File: config.mk
export PLATFORM = sky130hd
export DESIGN_NAME = alu_mc_param
export DESIGN_NICKNAME = d
export VERILOG_FILES = /design/src/rtl/alu_mc_param.sv
export SDC_FILE = /design/constraint.sdc
export NUM_CORES = 1
export LEC_CHECK = 0
export BUFFER_PORTS_ARGS = -buffer_cell sky130_fd_sc_hd__buf_2
export CELL_PAD_IN_SITES_DETAIL_PLACEMENT = 0
export CELL_PAD_IN_SITES_GLOBAL_PLACEMENT = 1
export CORE_MARGIN = 2
export CORE_UTILIZATION = 35
export DETAILED_ROUTE_END_ITERATION = 8
export PLACE_DENSITY_LB_ADDON = 0.1
export SLEW_MARGIN = 20
export SYNTH_ARGS = -nofsm -noshare
export SYNTH_HDL_FRONTEND = slang
export SYNTH_SLANG_ARGS = --single-unit
File: constraint.sdc
create_clock -name clk -period 10.6 [get_ports clk]
set_input_delay 1.06 -clock clk [delete_from_list [all_inputs] [get_ports clk]]
set_output_delay 1.06 -clock clk [all_outputs]
set_load 0.01 [all_outputs]
File: src/rtl/alu_mc_param.sv
// alu_mc_param: handshaked parametrised ALU with full-width multiply and iterative restoring divider
module alu_mc_param #(
  parameter int WIDTH      = 16,
  parameter bit SHIFT_BY_B = 1'b0
) (
  input  logic             clk,
  input  logic             rst,
  input  logic             in_valid,
  output logic             in_ready,
  input  logic [WIDTH-1:0] A,
  input  logic [WIDTH-1:0] B,
  input  logic [3:0]       ALU_FUN,
  output logic             out_valid,
  input  logic             out_ready,
  output logic [WIDTH-1:0] ALU_OUT,
  output logic [WIDTH-1:0] ALU_OUT_HI,
  output logic             ARITH_FLAG,
  output logic             LOGIC_FLAG,
  output logic             CMP_FLAG,
  output logic             SHIFT_FLAG,
  output logic             CARRY_FLAG,
  output logic             ZERO_FLAG,
  output logic             DIV_ERR
);
  localparam int SW = $clog2(WIDTH);
  localparam int CW = $clog2(WIDTH + 1);
  localparam logic [0:0] IDLE = 1'b0, DIV = 1'b1;
  logic [0:0]       state_q, state_d;
  logic             out_valid_q, out_valid_d, carry_q, carry_d, zero_q, zero_d, div_err_q, div_err_d;
  logic [3:0]       cls_q, cls_d;
  logic [WIDTH-1:0] alu_out_q, alu_out_d, alu_hi_q, alu_hi_d;
  logic [WIDTH-1:0] dvd_q, dvd_d, dvs_q, dvs_d, rem_q, rem_d;
  logic [CW-1:0]    cnt_q, cnt_d;
  logic [SW-1:0]    sh;
  logic [WIDTH:0]   sum, diff, trial;
  logic [2*WIDTH-1:0] prod;
  logic [WIDTH-1:0] res, res_hi, rem_nx, quo_nx;
  logic [3:0]       cls;
  logic             car, derr, fits, accept;
  assign in_ready = (state_q == IDLE) && (!out_valid_q || out_ready);
  assign accept   = in_valid && in_ready;
  always_comb begin
    sh     = SHIFT_BY_B ? B[SW-1:0] : SW'(1);
    sum    = {1'b0, A} + {1'b0, B};
    diff   = {1'b0, A} - {1'b0, B};
    prod   = {{WIDTH{1'b0}}, A} * {{WIDTH{1'b0}}, B};
    res    = '0;
    res_hi = '0;
    car    = 1'b0;
    derr   = 1'b0;
    case (ALU_FUN)
      4'd0:    {car, res} = sum;
      4'd1:    {car, res} = diff;
      4'd2:    {res_hi, res} = prod;
      4'd3:    begin res = '1; res_hi = A; derr = 1'b1; end
      4'd4:    res = A & B;
      4'd5:    res = A | B;
      4'd6:    res = ~(A & B);
      4'd7:    res = ~(A | B);
      4'd8:    res = A ^ B;
      4'd9:    res = ~(A ^ B);
      4'd10:   res = (A == B) ? WIDTH'(1) : '0;
      4'd11:   res = (A > B) ? WIDTH'(2) : '0;
      4'd12:   res = (A < B) ? WIDTH'(3) : '0;
      4'd13:   res = A >> sh;
      4'd14:   res = A << sh;
      default: res = '0;
    endcase
    cls = {ALU_FUN <= 4'd3, ALU_FUN >= 4'd4 && ALU_FUN <= 4'd9,
           ALU_FUN >= 4'd10 && ALU_FUN <= 4'd12, ALU_FUN == 4'd13 || ALU_FUN == 4'd14};
  end
  // One restoring step: bring in the next dividend bit, keep the trial difference if it did not borrow
  always_comb begin
    trial  = {rem_q, dvd_q[WIDTH-1]} - {1'b0, dvs_q};
    fits   = !trial[WIDTH];
    rem_nx = fits ? trial[WIDTH-1:0] : {rem_q[WIDTH-2:0], dvd_q[WIDTH-1]};
    quo_nx = {dvd_q[WIDTH-2:0], fits};
  end
  always_comb begin
    state_d     = state_q;
    out_valid_d = out_valid_q;
    alu_out_d   = alu_out_q;
    alu_hi_d    = alu_hi_q;
    cls_d       = cls_q;
    carry_d     = carry_q;
    zero_d      = zero_q;
    div_err_d   = div_err_q;
    dvd_d       = dvd_q;
    dvs_d       = dvs_q;
    rem_d       = rem_q;
    cnt_d       = cnt_q;
    if (state_q == DIV) begin
      dvd_d = quo_nx;
      rem_d = rem_nx;
      cnt_d = cnt_q - CW'(1);
      if (cnt_q == CW'(1)) begin
        state_d     = IDLE;
        out_valid_d = 1'b1;
        alu_out_d   = quo_nx;
        alu_hi_d    = rem_nx;
        cls_d       = 4'b1000;
        carry_d     = 1'b0;
        zero_d      = quo_nx == '0;
        div_err_d   = 1'b0;
      end
    end else if (accept && ALU_FUN == 4'd3 && B != '0) begin
      state_d     = DIV;
      out_valid_d = 1'b0;
      dvd_d       = A;
      dvs_d       = B;
      rem_d       = '0;
      cnt_d       = CW'(WIDTH);
    end else if (accept) begin
      out_valid_d = 1'b1;
      alu_out_d   = res;
      alu_hi_d    = res_hi;
      cls_d       = cls;
      carry_d     = car;
      zero_d      = ALU_FUN != 4'd15 && res == '0;
      div_err_d   = derr;
    end else if (out_ready) begin
      out_valid_d = 1'b0;
    end
  end
  always_ff @(posedge clk) begin
    if (rst) begin
      state_q     <= IDLE;
      out_valid_q <= 1'b0;
      alu_out_q   <= '0;
      alu_hi_q    <= '0;
      cls_q       <= '0;
      carry_q     <= 1'b0;
      zero_q      <= 1'b0;
      div_err_q   <= 1'b0;
      dvd_q       <= '0;
      dvs_q       <= '0;
      rem_q       <= '0;
      cnt_q       <= '0;
    end else begin
      state_q     <= state_d;
      out_valid_q <= out_valid_d;
      alu_out_q   <= alu_out_d;
      alu_hi_q    <= alu_hi_d;
      cls_q       <= cls_d;
      carry_q     <= carry_d;
      zero_q      <= zero_d;
      div_err_q   <= div_err_d;
      dvd_q       <= dvd_d;
      dvs_q       <= dvs_d;
      rem_q       <= rem_d;
      cnt_q       <= cnt_d;
    end
  end
  assign out_valid  = out_valid_q;
  assign ALU_OUT    = alu_out_q;
  assign ALU_OUT_HI = alu_hi_q;
  assign {ARITH_FLAG, LOGIC_FLAG, CMP_FLAG, SHIFT_FLAG} = cls_q;
  assign CARRY_FLAG = carry_q;
  assign ZERO_FLAG  = zero_q;
  assign DIV_ERR    = div_err_q;
endmodule

-- After elaboration in Yosys (flattened, before gate mapping)
Cells that the tools add are included.
- add/subtract/negate cells: 4
- $mul: 1
- order comparisons: 7
- eq/ne operators: 19
- multiplexer cells: 45
- bitwise operators: 7
- reduce and logical (&&, ||, !) cells: 21
- operators by type and width (operator ; number):
    one-hot mux 16 bit (15 select lines) ; 1
    two-way mux 16 bit ; 13
    inverter 16 bit ; 3
    logical NOT 16 bit ; 2
    multiplier 16 x 16 -> 32 bit ; 1
    one-hot mux 16 bit (2 select lines) ; 1
    equality test 4 bit (second input constant) ; 7
    two-way mux 1 bit ; 21
    adder 16 x 16 -> 17 bit ; 1
    subtractor 16 x 16 -> 17 bit ; 1
    subtractor 17 x 16 -> 17 bit ; 1
    bitwise AND 16 bit ; 1
    equality test 16 bit ; 1
    equality test 4 x 3 -> 1 bit (second input constant) ; 4
    > comparator 16 bit ; 1
    less-than comparator 16 bit ; 1
    two-way mux 4 bit ; 4
    bitwise OR 16 bit ; 1
    nonzero test 16 bit ; 1
    bitwise XOR 16 bit ; 1
    two-way mux 5 bit ; 2
    equality test 4 x 2 -> 1 bit (second input constant) ; 2
    less-or-equal comparator 4 bit (second input constant) ; 2
    logical AND 1 bit ; 7
    other kinds (19) ; 24
- bits in registers: 94
- input port bits: 40
- output and inout port bits: 41
- logic and storage cells: 116

-- Depth between registers and ports, before layout
- depth after elaboration: 8
- depth in mapped cells: 27
- mapped depth without buffers: 24

-- Least setup slack after synthesis
OpenSTA, ideal clock, no wires.
- kind: input to register
- from: in A[7]
- to: reg alu_hi_q[11] (netlist: ALU_OUT_HI[11])
- setup time: 132 ps
- arrival: 6929 ps
- required time: 10468 ps
- setup slack: 3539 ps
- cell stages on the path: 25
- path buffers: 3
- cells stage by stage: clkbuf_1 inv_1 clkbuf_1 nor2_1 fa_1 inv_1 fa_1 inv_1 fa_1 inv_1 fa_1 fa_1 fa_1 inv_1 ha_1 clkbuf_1 a21oi_1 o21a_1 nand2_1 and3_1 a221o_1 a2111oi_0 nor4b_1 nor3_1 a21oi_1
- cells in the longest elaborated chain, start to end: 5
- RTL lines (item ; RTL line ; source):
    from (decl) ; 10 ; input logic [WIDTH-1:0] A,
    multiplier 16 x 16 -> 32 bit ; 46 ; prod = {{WIDTH{1'b0}}, A} * {{WIDTH{1'b0}}, B};
    one-hot mux 16 bit (2 select lines) ; 51 ; case (ALU_FUN)
    two-way mux 16 bit ; 113 ; end else if (accept) begin
    two-way mux 16 bit ; 106 ; end else if (accept && ALU_FUN == 4'd3 && B != '0) begin
    two-way mux 16 bit ; 92 ; if (state_q == DIV) begin
    to (signal assigned) ; 143 ; alu_hi_q <= alu_hi_d;
    to (decl) ; 31 ; logic [WIDTH-1:0] alu_out_q, alu_out_d, alu_hi_q, alu_hi_d;
Every way passes these cells. The select of a mux whose other input is x is not followed.
A chain may end at the register's enable or synchronous reset.

-- Final worst setup path
- from: in B[5]
- to: reg alu_hi_q[11] (netlist: ALU_OUT_HI[11])
- cells in the longest elaborated chain, start to end: 5
- elaborated cells on any way between the ends: 9
- those cells by class: mul: 1; eq/ne: 1; mux: 4; reduce/logical: 3
- RTL lines (item ; RTL line ; source):
    from (decl) ; 11 ; input logic [WIDTH-1:0] B,
    multiplier 16 x 16 -> 32 bit ; 46 ;
    one-hot mux 16 bit (2 select lines) ; 51 ;
    two-way mux 16 bit ; 113 ;
    two-way mux 16 bit ; 106 ;
    two-way mux 16 bit ; 92 ;
Parallel ways exist; a longest one is shown, timed or not. The select of a mux whose other input is x is not followed.

==> impl_metrics.prom <==
# TYPE chip_impl_metric gauge
chip_impl_info{name="outcome",value="finished, final reports clean"} 1
chip_impl_metric{name="critPathRequiredTime",unit="ns"} 10.83
chip_impl_metric{name="holdBufCountCts",unit=""} 0
chip_impl_metric{name="fp.coreArea",unit="mm2"} 0.0468
chip_impl_metric{name="routed_wirelength",unit="um"} 67100
chip_impl_metric{name="insertion_delay",unit="ns"} 0.38
chip_impl_metric{name="pin_count",unit=""} 81
chip_impl_metric{name="synth_nets",unit=""} 2551
chip_impl_info{name="timing.hold.worst.start",value="dvs_q[9]$_SDFFE_PP0P_"} 1
chip_impl_metric{name="cts_resized",unit=""} 0
chip_impl_metric{name="placement_rows",unit=""} 79
chip_impl_metric{name="clock-sinks",unit=""} 94
chip_impl_metric{name="post-route-cell-area",unit="mm2"} 0.0177
chip_impl_metric{name="gp_congestion",unit=""} 0.943
chip_impl_metric{name="cpPeakStageDelay",unit="ns"} 0.59
chip_impl_metric{name="timing.clock.skew",unit="ns"} 0.0141
chip_impl_metric{name="final_hold_viol_count",unit=""} 0
chip_impl_metric{name="synth-edff-count",unit=""} 0
chip_impl_metric{name="setup_violations",unit=""} 0
chip_impl_metric{name="cts_setup_buffers",unit=""} 0
chip_impl_info{name="setup.worst_path.start",value="B[5]"} 1
chip_impl_metric{name="grt.total_usage",unit="%"} 27.4
chip_impl_metric{name="power_density",unit="mW/mm2"} 262
chip_impl_metric{name="wire_per_inst",unit="um"} 24.6
chip_impl_metric{name="worstPathArrival",unit="ns"} 8.20
chip_impl_metric{name="timing.critical_path.buf_inv",unit=""} 6
chip_impl_metric{name="postSynth.asyncResetShare",unit="%"} 0
chip_impl_metric{name="grt_pass1_vias",unit=""} 15800
chip_impl_metric{name="cellLeakagePower",unit="nW"} 8.05
chip_impl_info{name="rr_startpoint",value="state_q$_SDFF_PP0_"} 1
chip_impl_metric{name="initial_core_util",unit="%"} 35.7
chip_impl_metric{name="postSynthAreaPerCell",unit="um2"} 7.78
chip_impl_metric{name="post_synth_inst_count",unit=""} 2143
chip_impl_metric{name="finalMaxSlewViolations",unit=""} 0
chip_impl_metric{name="timing.final.crit_period",unit="ns"} 7.96
chip_impl_metric{name="drt_iter0_drc",unit=""} 1478
chip_impl_info{name="synth-main-ff-cell",value="sky130_fd_sc_hd__dfxtp_1"} 1
chip_impl_metric{name="synth_seq_area_share",unit="%"} 11.3
chip_impl_metric{name="port_buffers",unit=""} 80
chip_impl_metric{name="finish.net_count",unit=""} 2528
chip_impl_info{name="path_cells",value="buf_2, clkinv_1, nor2_1, fa_1, inv_1, fa_1, fa_1, inv_1, fa_1, fa_1, inv_1, fa_1, inv_1, ha_1, a21oi_1, nand2_1, a21oi_1, nand3_1, a221o_1, a2111oi_0, nor4b_1, nor3_1, a21oi_1"} 1
chip_impl_metric{name="grt_max_degree",unit=""} 60
chip_impl_metric{name="place.detailed.hpwl",unit="um"} 51300
chip_impl_metric{name="area_growth_syn_to_layout",unit="%"} 5.93
chip_impl_metric{name="fp.dieArea",unit="mm2"} 0.0494
chip_impl_metric{name="h-tree-depth",unit=""} 3
chip_impl_metric{name="detailed_place.area",unit="mm2"} 0.0174
chip_impl_metric{name="global_route_wire_length_before_repair",unit="um"} 102000
chip_impl_info{name="ctsRootBufferMaster",value="sky130_fd_sc_hd__clkbuf_16"} 1
chip_impl_metric{name="number_of_buffers_created_by_cts",unit=""} 9
chip_impl_metric{name="antenna_diodes",unit=""} 0
chip_impl_metric{name="drtPass1Iterations",unit=""} 7
chip_impl_metric{name="width_of_the_die",unit="um"} 222
chip_impl_metric{name="tightestPinTransition",unit="ns"} 1.12
chip_impl_info{name="layout_commonest_cell",value="sky130_fd_sc_hd__inv_1"} 1
chip_impl_metric{name="synth_cell_types",unit=""} 84
chip_impl_info{name="grt_setup_unrepaired",value="false"} 1
chip_impl_metric{name="drt.antenna.violating_nets",unit=""} 0
chip_impl_metric{name="yosys_register_bits",unit=""} 94
chip_impl_info{name="tritoncts",value="yes"} 1
chip_impl_metric{name="grt.overflow.total",unit=""} 0
chip_impl_metric{name="timing.slew.headroom",unit="%"} 23.5
chip_impl_metric{name="clock.fmax",unit="GHz"} 0.126
chip_impl_info{name="criticalPathCategory",value="in -> reg"} 1
chip_impl_metric{name="remaining_drc_errors",unit=""} 0
chip_impl_metric{name="die_h",unit="um"} 222
chip_impl_info{name="slowest_stage",value="sky130_fd_sc_hd__a2111oi_0"} 1
chip_impl_metric{name="path_max_fanout",unit=""} 12
chip_impl_metric{name="power.total",unit="mW"} 4.62
chip_impl_info{name="setup.worst_path.start_class",value="input pin"} 1
chip_impl_info{name="critPathTopFamily",value="adder cells"} 1
chip_impl_info{name="worstHoldPathType",value="reg -> reg"} 1
chip_impl_metric{name="peak_supply_drop",unit="V"} 0.000249
chip_impl_metric{name="cts.reportedPaths.clkPinSlew",unit="ns"} 0.07
chip_impl_metric{name="final.hold.worst_slack",unit="ns"} 0.455
chip_impl_metric{name="max-cap-violations",unit=""} 0
chip_impl_metric{name="yosys_synthesis_warning_count",unit=""} 0
chip_impl_metric{name="final_cell_count_no_fill",unit=""} 2732
chip_impl_metric{name="summed_negative_setup_slack_over_all_endpoints",unit="ns"} 0
chip_impl_info{name="critical_path.endpoint_type",value="register"} 1
chip_impl_metric{name="drive_above_1_share",unit="%"} 6.82
chip_impl_metric{name="clk_path_buf_depth",unit=""} 2
chip_impl_metric{name="final.period_utilization",unit="%"} 75.1
chip_impl_metric{name="via_count",unit=""} 15600
chip_impl_metric{name="avgViaCountPerCell",unit=""} 5.70
chip_impl_info{name="layout_common_cells",value="310 x sky130_fd_sc_hd__inv_1, 275 x sky130_fd_sc_hd__nand2_1, 239 x sky130_fd_sc_hd__nor2_1, 196 x sky130_fd_sc_hd__fa_1, 172 x sky130_fd_sc_hd__ha_1"} 1
chip_impl_metric{name="grt_antenna_before_repair",unit=""} 1
chip_impl_metric{name="numPlacedInstances",unit=""} 2716
chip_impl_metric{name="mappedNetlistArea",unit="mm2"} 0.0167
chip_impl_info{name="cpMostUsedCell",value="sky130_fd_sc_hd__fa_1"} 1
## layout make-up
class                           count  area (um2)
Clock buffer                       11         243
Clock inverter                      5        33.8
Fill cell                        5019       29100
Inverter                          325        1220
Multi-Input combinational cell   1594       13000
Sequential cell                    94        1880
Tap cell                          607         759
Timing Repair Buffer               96         523
## state kept, by name, summed over array words and instances (netlist names)
signal,flops
cls_q,4
state_q,1
dvd_q,16
DIV_ERR,1
rem_q,16
out_valid,1
CARRY_FLAG,1
dvs_q,16
ALU_OUT,16
ZERO_FLAG,1
ALU_OUT_HI,16
cnt_q,5
## cells in the mapped netlist (11+ instances only)
cell type / n / area (um2)
sky130_fd_sc_hd__inv_1: 310 / 1160
sky130_fd_sc_hd__nand2_1: 275 / 1030
sky130_fd_sc_hd__nor2_1: 239 / 897
sky130_fd_sc_hd__fa_1: 196 / 3920
sky130_fd_sc_hd__ha_1: 172 / 2150
sky130_fd_sc_hd__a21oi_1: 128 / 641
sky130_fd_sc_hd__dfxtp_1: 94 / 1880
sky130_fd_sc_hd__clkbuf_1: 91 / 342
sky130_fd_sc_hd__o21ai_0: 48 / 240
sky130_fd_sc_hd__xnor2_1: 39 / 342
sky130_fd_sc_hd__nor3_1: 33 / 165
sky130_fd_sc_hd__a31oi_1: 29 / 181
sky130_fd_sc_hd__a221oi_1: 28 / 245
sky130_fd_sc_hd__xor2_1: 27 / 236
sky130_fd_sc_hd__o22ai_1: 24 / 150
sky130_fd_sc_hd__nand2b_1: 22 / 138
sky130_fd_sc_hd__nand3_1: 21 / 105
sky130_fd_sc_hd__a21o_1: 20 / 150
sky130_fd_sc_hd__a22oi_1: 19 / 143
sky130_fd_sc_hd__o211ai_1: 16 / 120
sky130_fd_sc_hd__a211oi_1: 15 / 113
sky130_fd_sc_hd__a222oi_1: 15 / 150
sky130_fd_sc_hd__and3_1: 15 / 93.8
sky130_fd_sc_hd__buf_2: 15 / 75.1
sky130_fd_sc_hd__nor2b_1: 15 / 93.8
sky130_fd_sc_hd__o21a_1: 14 / 105
sky130_fd_sc_hd__mux2i_1: 13 / 130
sky130_fd_sc_hd__or3_1: 11 / 68.8
## per-stage QoR
step                      utilization, %  setup slack, ns
after floorplan                        -             3.54
after global placement              37.2             2.24
after detailed placement            37.2             2.22
after CTS                           37.8             2.61
after global routing                37.8             2.29
final                               37.8             2.64
## report_power, final
| group | internal, mW | switching (mW) |
|---|---|---|
| registers | 0.371 | 0.0151 |
| logic | 1.43 | 2.47 |
| clock network | 0.166 | 0.160 |
## final timing paths
| check | end | slack, ns | cells past startpoint |
|---|---|---|---|
| worst max-delay path | ALU_OUT_HI[11]$_SDFFE_PP0P_ | 2.64 | 23 |
| worst min-delay path | dvs_q[9]$_SDFFE_PP0P_ | 0.46 | 2 |
| worst max register to register | CARRY_FLAG$_SDFFE_PP0P_ | 6.48 | 10 |
| worst min register to register | dvs_q[9]$_SDFFE_PP0P_ | 0.46 | 2 |
## cell families (layout without fill, tap and decap cells)
logic type      after synthesis  count (layout)  synth area share (%)
xor+xnor                     66              66                  3.47
compound gates              455             455                  18.8
simple gates                686             686                  17.9
buf+inv                     455             437                  10.9
mux                          19              19                  1.19
fa+ha+maj                   368             368                  36.4
flops                        94              94                  11.3
## per-layer routing
metal | routed length (um) | vias to the layer above | share of wire [%] | global-route usage (%)
met3 | 3800 | 123 | 5.7 | 3.19
met4 | 2550 | 2 | 3.8 | 9.72
li1 | - | 7095 | - | -
met1 | 29600 | 7803 | 44 | 37.3
met2 | 31200 | 563 | 46 | 44.8
met5 | 13 | - | 0.019 | 0
## worst reg2reg max path, delay by kind of cell, from the launching register on
kind | cells | cell delay (ns)
AOI/OAI and AO/OA | 3 | 0.96
DFF | 1 | 0.30
and+or+nand+nor | 4 | 1.13
buffers and inverters | 3 | 1.62
Power figures use the tool's default switching activity.
